==> config.mk <==
export PLATFORM = sky130hd
export DESIGN_NAME = btn_incr_pulser
export DESIGN_NICKNAME = d
export VERILOG_FILES = /design/src/rtl/btn_pkg.sv /design/src/rtl/btn_incr_pulser_sync_2ff.sv /design/src/rtl/btn_incr_pulser.sv
export SDC_FILE = /design/constraint.sdc
export NUM_CORES = 1
export LEC_CHECK = 0
export ABC_AREA = 1
export BUFFER_PORTS_ARGS = -buffer_cell sky130_fd_sc_hd__buf_2
export CAP_MARGIN = 20
export CORE_AREA = 2 2 39 41
export DETAILED_ROUTE_END_ITERATION = 12
export DIE_AREA = 0 0 41 43
export PLACE_DENSITY = 0.6
export SLEW_MARGIN = 0
export SYNTH_ARGS = -nofsm -noshare
export SYNTH_HDL_FRONTEND = slang
export SYNTH_HIERARCHICAL = 1
export SYNTH_SLANG_ARGS = --single-unit
==> constraint.sdc <==
create_clock -name clk -period 1 [get_ports clk]
set_input_delay 0.1 -clock clk [delete_from_list [all_inputs] [get_ports clk]]
set_output_delay 0.1 -clock clk [all_outputs]
set_load 0.05 [all_outputs]
==> src/rtl/btn_pkg.sv <==
// Shared types and defaults for the push-button increment front end.
package btn_pkg;

    typedef enum logic [1:0] {
        IDLE         = 2'd0,
        PRESS_WAIT   = 2'd1,
        HELD         = 2'd2,
        RELEASE_WAIT = 2'd3
    } btn_state_e;

    localparam int DEBOUNCE_CYCLES_DEF = 16;
    localparam int REPEAT_DELAY_DEF    = 64;
    localparam int REPEAT_PERIOD_DEF   = 16;

    function automatic int max_int(input int a, input int b);
        return (a > b) ? a : b;
    endfunction

endpackage

==> src/rtl/btn_incr_pulser_sync_2ff.sv <==
// 1-bit two-flop synchroniser with asynchronous active-low reset.
module sync_2ff (
    input  logic clk,
    input  logic rst_n,
    input  logic d,
    output logic q
);

    logic meta_q;
    logic sync_q;

    always_ff @(posedge clk or negedge rst_n) begin
        if (!rst_n) begin
            meta_q <= 1'b0;
            sync_q <= 1'b0;
        end else begin
            meta_q <= d;
            sync_q <= meta_q;
        end
    end

    assign q = sync_q;

endmodule

==> src/rtl/btn_incr_pulser.sv <==
// Synchronises, debounces and edge-detects a raw push-button into one incr pulse per press.
// Optional auto-repeat while held is enabled by defining BTN_AUTO_REPEAT_EN.
module btn_incr_pulser
    import btn_pkg::*;
#(
    parameter int DEBOUNCE_CYCLES = DEBOUNCE_CYCLES_DEF,
    parameter int REPEAT_DELAY    = REPEAT_DELAY_DEF,
    parameter int REPEAT_PERIOD   = REPEAT_PERIOD_DEF
) (
    input  logic clk,
    input  logic rst_n,
    input  logic btn_in,
    output logic incr,
    output logic btn_level
);

    localparam int CW = $clog2(DEBOUNCE_CYCLES + 1);
    localparam logic [CW-1:0] CNT_LAST = CW'(DEBOUNCE_CYCLES - 1);

    if (DEBOUNCE_CYCLES < 2 || REPEAT_PERIOD < 2 || REPEAT_DELAY < 1) begin : g_bad_params
        $error("btn_incr_pulser: illegal parameter value");
    end

    logic       s;
    btn_state_e state_q, state_d;
    logic [CW-1:0] cnt_q, cnt_d;
    logic       incr_q, incr_d;
    logic       btn_level_q, btn_level_d;
    logic       press_pulse;
    logic       rpt_pulse;

    sync_2ff u_sync (
        .clk   (clk),
        .rst_n (rst_n),
        .d     (btn_in),
        .q     (s)
    );

    always_comb begin
        state_d     = state_q;
        cnt_d       = cnt_q;
        press_pulse = 1'b0;
        case (state_q)
            IDLE: begin
                if (s) begin
                    state_d = PRESS_WAIT;
                    cnt_d   = CW'(1);
                end else begin
                    cnt_d   = '0;
                end
            end
            PRESS_WAIT: begin
                if (!s) begin
                    state_d = IDLE;
                    cnt_d   = '0;
                end else if (cnt_q == CNT_LAST) begin
                    state_d     = HELD;
                    cnt_d       = '0;
                    press_pulse = 1'b1;
                end else begin
                    cnt_d = cnt_q + CW'(1);
                end
            end
            HELD: begin
                if (!s) begin
                    state_d = RELEASE_WAIT;
                    cnt_d   = CW'(1);
                end else begin
                    cnt_d   = '0;
                end
            end
            RELEASE_WAIT: begin
                // A re-bounce returns to HELD silently so a release never double-counts.
                if (s) begin
                    state_d = HELD;
                    cnt_d   = '0;
                end else if (cnt_q == CNT_LAST) begin
                    state_d = IDLE;
                    cnt_d   = '0;
                end else begin
                    cnt_d = cnt_q + CW'(1);
                end
            end
            default: begin
                state_d = IDLE;
                cnt_d   = '0;
            end
        endcase
    end

`ifdef BTN_AUTO_REPEAT_EN
    localparam int TW = $clog2(max_int(REPEAT_DELAY, REPEAT_PERIOD) + 1);
    localparam logic [TW-1:0] DELAY_LAST  = TW'(REPEAT_DELAY - 1);
    localparam logic [TW-1:0] PERIOD_LAST = TW'(REPEAT_PERIOD - 1);

    logic [TW-1:0] hold_tmr_q, hold_tmr_d;
    logic          rpt_phase_q, rpt_phase_d;

    // Timer only runs while staying in HELD; entry and exit both restart the first phase.
    always_comb begin
        hold_tmr_d  = '0;
        rpt_phase_d = 1'b0;
        rpt_pulse   = 1'b0;
        if (state_q == HELD && state_d == HELD) begin
            if (hold_tmr_q == (rpt_phase_q ? PERIOD_LAST : DELAY_LAST)) begin
                rpt_pulse   = 1'b1;
                rpt_phase_d = 1'b1;
            end else begin
                hold_tmr_d  = hold_tmr_q + TW'(1);
                rpt_phase_d = rpt_phase_q;
            end
        end
    end

    always_ff @(posedge clk or negedge rst_n) begin
        if (!rst_n) begin
            hold_tmr_q  <= '0;
            rpt_phase_q <= 1'b0;
        end else begin
            hold_tmr_q  <= hold_tmr_d;
            rpt_phase_q <= rpt_phase_d;
        end
    end
`else
    assign rpt_pulse = 1'b0;
`endif

    always_comb begin
        incr_d      = press_pulse | rpt_pulse;
        btn_level_d = (state_d == HELD) || (state_d == RELEASE_WAIT);
    end

    always_ff @(posedge clk or negedge rst_n) begin
        if (!rst_n) begin
            state_q     <= IDLE;
            cnt_q       <= '0;
            incr_q      <= 1'b0;
            btn_level_q <= 1'b0;
        end else begin
            state_q     <= state_d;
            cnt_q       <= cnt_d;
            incr_q      <= incr_d;
            btn_level_q <= btn_level_d;
        end
    end

    assign incr      = incr_q;
    assign btn_level = btn_level_q;

endmodule

After elaboration in Yosys (flattened, before gate mapping)
Index checks and enable logic that the tools add are counted. Widths: inputs -> output; s select.

Register bits: 11. Input bits: 3. Output and inout port bits: 2. Word-level logic and storage cells: 31.

Add/sub/neg operators: 1. Equal/unequal tests: 6. Muxes and demuxes: 16. Reduce and logical (&&, ||, !) cells: 2.

Operator list (number): $pmux 5 s4 (1); $mux 5 (3); $mux 2 (6); $eq 2x2->1 const B (4); $pmux 2 s4 (1); $add 5x1->5 const B (1); $eq 5x4->1 const B (1); $mux 1 (5); $eq 2x1->1 const B (1); $logic_not 2->1 (1); $logic_or 1x1->1 (1).

Longest topological paths before layout
Word-level depth: 6. Gate-level depth with buffers: 6. Gate-level depth less buffers: 6.

By module
The synthesis kept the hierarchy.

By module, submodules not included: btn_incr_pulser (instances 1, cells each 44, area each 404.1 sq um, seq. area each 225.2 sq um); sync_2ff (instances 1, cells each 2, area each 50.0 sq um, seq. area each 50.0 sq um).

Worst setup path after synthesis
Ideal clock, no wire load.

Path type: reg2reg. From: reg cnt_q[0]. To: reg btn_level_q, in the netlist btn_level. Library setup time: 0.119 ns. Arrival time: 0.931 ns. Data required time: 0.881 ns. Path slack: -0.049 ns. Cell stages (with the launch flop): 7. Path buffers: 0. Clock period less this slack: 1.049 ns. Cells stage by stage: dfrtp_1 ha_1 nand2_2 nor2_4 nand3_4 nand2_2 nand2_1.

Cells in the longest elaborated chain, start to end: 6. Elaborated cells on any way between the ends: 9. Those cells by class: 3 x eq/ne; 5 x mux; 1 x reduce/logical.

Ends and longest elaborated chain: start: declaration (line btn_incr_pulser.sv:26) `logic [CW-1:0] cnt_q, cnt_d;`; start signal: assignment (line btn_incr_pulser.sv:141) `cnt_q <= cnt_d;`; $eq 5x4->1 * (line btn_incr_pulser.sv:56, btn_incr_pulser.sv:77); $mux 2, on equally long branches (line btn_incr_pulser.sv:77, btn_incr_pulser.sv:56); $mux 2, on equally long branches (line btn_incr_pulser.sv:74, btn_incr_pulser.sv:53); $pmux 2 s4 * (line btn_incr_pulser.sv:43) `case (state_q)`; $eq 2x2->1 (line btn_incr_pulser.sv:130) `btn_level_d = (state_d == HELD) || (state_d == RELEASE_WAIT);`; $logic_or 1x1->1 * (line btn_incr_pulser.sv:130); net btn_level_d (line btn_incr_pulser.sv:28) `logic btn_level_q, btn_level_d;`; end signal: assignment (line btn_incr_pulser.sv:143) `btn_level_q <= btn_level_d;`; end: declaration (line btn_incr_pulser.sv:28).

Mark *: on every way through the listed nets, which the timed path passes. The rest lies on a longest branch.

Final worst setup path
From: reg cnt_q[0]. To: reg cnt_q[1].

Cells in the longest elaborated chain, start to end: 4. Elaborated cells on any way between the ends: 6. Those cells by class: 1 x add/sub; 1 x eq/ne; 4 x mux.

Ends and longest elaborated chain (line): $add 5x1->5 / $eq 5x4->1 (equally long branches); $mux 5 * (btn_incr_pulser.sv:56, btn_incr_pulser.sv:77); $mux 5, on equally long branches (btn_incr_pulser.sv:74, btn_incr_pulser.sv:53); $pmux 5 s4 * (btn_incr_pulser.sv:43); net cnt_d[1] (btn_incr_pulser.sv:26).

Marks and branches as above.

==> results.md <==
- Status: finished, violations left
- Violated checks: setup timing
- WS Path Type: flip-flop to flip-flop
- Commonest cells post-synth: sky130_fd_sc_hd__dfrtp_1 (11), sky130_fd_sc_hd__nand2_1 (10), sky130_fd_sc_hd__inv_1 (8)
- Min-delay worst type: input port to async pin
- Layout cells sized above 1: 32.2%
- CP peak stage delay: 0.36 ns
- Layout Skew: 0.00227 ns
- Number of maximum-capacitance constraint violations: 0
- Area enclosed by the die boundary: 0.00176 mm²
- Area of combinational cells with multiple inputs: 164 µm²
- Maximum number of buffers from clock root to sink: 2
- Number of max-slew violations in the final report: 0
- Yosys top cell by area: sky130_fd_sc_hd__dfrtp_1
- Number of library cell types mapped by synthesis: 11
- Maximum clock frequency: 0.899 GHz
- Final nets: 64
- Sequential cell area fraction in the yosys report: 60.6%
- Launching element type of the critical path: flip-flop
- Final HPWL from detailed placement: 540 µm
- Average footprint of a synthesized cell: 9.87 µm²
- LEAKAGE: 0.000298 µW
- Initial Utilization: 32.8%
- GRT Residual Overflow: 0
- Initial DRC Count: 5
- Pin count of the biggest net entering global routing: 12
- Async SR Flop Fraction: 100%
- Post-synthesis register bit count: 11
- Ports placed on the boundary: 5
- Area share of the leading cell type in the synthesized netlist: 60.6%
- Worst Setup Slack, final: -0.112 ns
- Cell family with most CP delay: simple AND/OR/NAND/NOR gates
- CP Max Fanout: 4
- First-pass GRT wire length: 1210 µm
- Data required time of the worst path: 1.16 ns
- Total standard cell area after synthesis: 454 µm²
- Post-DR wirelength/cell: 9.87 µm
- Number of rows created at floorplan: 14
- Clk pin slew, worst setup/hold paths: 0.07 ns
- Vias in the first global route: 302
- Clock tree sinks: 11
- Leading post-synthesis cells by cell area: sky130_fd_sc_hd__dfrtp_1 (61%), sky130_fd_sc_hd__nand2_1 (8.3%), sky130_fd_sc_hd__inv_1 (6.6%), sky130_fd_sc_hd__nand2_2 (4.1%), sky130_fd_sc_hd__nor2_1 (4.1%)
- Core Footprint: 0.00138 mm²
- Worst vdd rail ir drop: 0.657 mV
- Power density of the placed cells: 1400 mW/mm²
- Setup TNS Final: -0.729 ns
- Endpoint kind of the worst setup timing path: flip-flop
- Number of buffers added by the clock tree synthesis step: 3
- Worst Tran Pin Value: 0.253 ns
- Remaining routing DRC violations: 0
- Most instantiated flip-flop cell in the synthesis netlist: sky130_fd_sc_hd__dfrtp_1
- YS warnings: 6
- Antenna violations before repair: 0
- Finish-stage setup viols: 8
- Post-synthesis cell count: 46
- Fillcell total: 132
- Arrival time of data at the critical path endpoint: 1.27 ns
- Htree depth: 1
- Final count of hold timing violations: 0
- Final instance area: 581 µm²
- Total via count after detailed routing: 322
- Antenna cell count: 0
- Root Buffer Master: sky130_fd_sc_hd__clkbuf_4
- CP max-delay cell: sky130_fd_sc_hd__dfrtp_1
- Period minus WS final: 1.11 ns
- Vias per cell: 4.29
- Final RePlAce weighted congestion: 0.733
- DRT antenna net count: 0
- Number of buffer and inverter stages on the critical path: 0
- Final critical-path share of the clock period: 111%
- Final design utilization: 42.0%
- Die Y: 43 µm
- Smallest hold slack: 0.228 ns
- Synth-to-layout area growth: 27.8%
- GRT Overall Usage: 10.6%
- Relative slew slack: 83.2%
- Worst-path cell chain: ha_2, nand2_2, nor2_4, nand2_1, nand3_1, nor2_1
- Clock latency on the worst-skew pair: 0.26 ns
- Seq. cell area: 275 µm²
- Total iterations of the first detailed-routing run: 5
- Number of synthesized flops with an enable pin: 0
- DRT Wirelength: 740 µm
- Nets in the synthesized netlist: 50
- Unrepaired setup endpoints after global routing: yes
- CTS tree: yes
- Placed Area: 509 µm²
- Number of port buffers: 4
- Die outline width: 41 µm
- Most common cell in the netlist: sky130_fd_sc_hd__dfrtp_1
==> cells by family (layout without fill, tap and decap cells) <==
kind of cell,Yosys count,after routing,synth area share [%]
and+or+nand+nor,26,26,30.0
adders and majority gates,1,1,2.75
DFF,11,11,60.6
buffers and inverters,8,21,6.61
==> path summary, 6_finish.rpt <==
| check | start | endpoint | slack [ns] | depth (start not counted) |
|---|---|---|---|---|
| worst max-delay path | cnt_q[0] | cnt_q[1] | -0.11 | 6 |
| worst min-delay path | rst_n | cnt_q[2] | 0.23 | 2 |
| worst max register to register | cnt_q[0] | cnt_q[1] | -0.11 | 6 |
| worst min register to register | u_sync/meta_q | u_sync/q | 0.35 | 0 |
| max in group asynchronous | rst_n | u_sync/meta_q | 0.57 | 2 |
| min in group clk | u_sync/meta_q | u_sync/q | 0.35 | 0 |
==> metrics by stage <==
| step | setup WS, ns | total power [µW] | std cells |
|---|---|---|---|
| CTS | -0.105 | 826 | 74 |
| finish | -0.112 | 810 | 75 |
| floorplan | -0.0491 | 491 | 46 |
| global route | -0.185 | 859 | 75 |
| detailed placement | -0.0969 | 515 | 68 |
| global placement | -0.0823 | 515 | 68 |
==> per-layer routing <==
layer / up-vias / wire (µm) / track usage, %
met4: 0 / 8 / 8.00
li1: 167 / - / -
met2: 8 / 358 / 15.3
met3: 2 / 31 / 3.14
met5: - / 0 / 0
met1: 145 / 342 / 12.3
==> worst register-to-register path, cell delays in order, from the launching register on <==
cell,delay (ns)
sky130_fd_sc_hd__dfrtp_1,0.36
sky130_fd_sc_hd__ha_2,0.19
sky130_fd_sc_hd__nand2_2,0.08
sky130_fd_sc_hd__nor2_4,0.15
sky130_fd_sc_hd__nand2_1,0.07
sky130_fd_sc_hd__nand3_1,0.11
sky130_fd_sc_hd__nor2_1,0.05
==> repair_timing <==
| item | 4_1_cts | 5_1_grt |
|---|---|---|
| pin swaps | 1 | 2 |
| endpoints found under the setup margin | 9 | 10 |
| hold buffers | 2 | 0 |
| gates resized for setup | 1 | 4 |
| setup buffers | 0 | 1 |
| hold endpoints to repair | 12 | 0 |
==> cell type report <==
cell class              instances  area share, %
inverters                       8           5.17
repair buffers                  9           11.2
well taps                      16           3.45
clock buffers                   4           4.53
multi-input cells              27           28.2
flip-flops and latches         11           47.4
==> power by group <==
group / leakage [µW] / internal [µW] / switching [µW]
clock network: 0.0000150 / 154 / 141
logic: 0.000139 / 22.5 / 27.7
registers: 0.000144 / 456 / 8.68
total: 0.000298 / 633 / 177
==> sequential cells by signal, indices dropped and copies added (netlist names) <==
signal,flops
btn_level,1
state_q,2
incr,1
u_sync/q,1
cnt_q,5
u_sync/meta_q,1
==> cell usage in the layout (no fill, tap or decap) <==
cell type                       synthesis  final
sky130_fd_sc_hd__nor3_2                 0      2
sky130_fd_sc_hd__nand3_4                1      1
sky130_fd_sc_hd__clkbuf_1               0      1
sky130_fd_sc_hd__inv_1                  8      8
sky130_fd_sc_hd__nor2_4                 1      1
sky130_fd_sc_hd__dlygate4sd3_1          0      2
sky130_fd_sc_hd__buf_4                  0      3
sky130_fd_sc_hd__ha_2                   0      1
sky130_fd_sc_hd__nand2_1               10     10
sky130_fd_sc_hd__nor2_1                 5      4
sky130_fd_sc_hd__nor2_2                 0      1
sky130_fd_sc_hd__clkbuf_4               0      4
sky130_fd_sc_hd__nand3_1                2      2
sky130_fd_sc_hd__dfrtp_1               11     11
sky130_fd_sc_hd__nand2_2                3      3
sky130_fd_sc_hd__buf_2                  0      3
sky130_fd_sc_hd__nand4_1                2      2
Note: power is estimated with default switching activity, not from simulation.
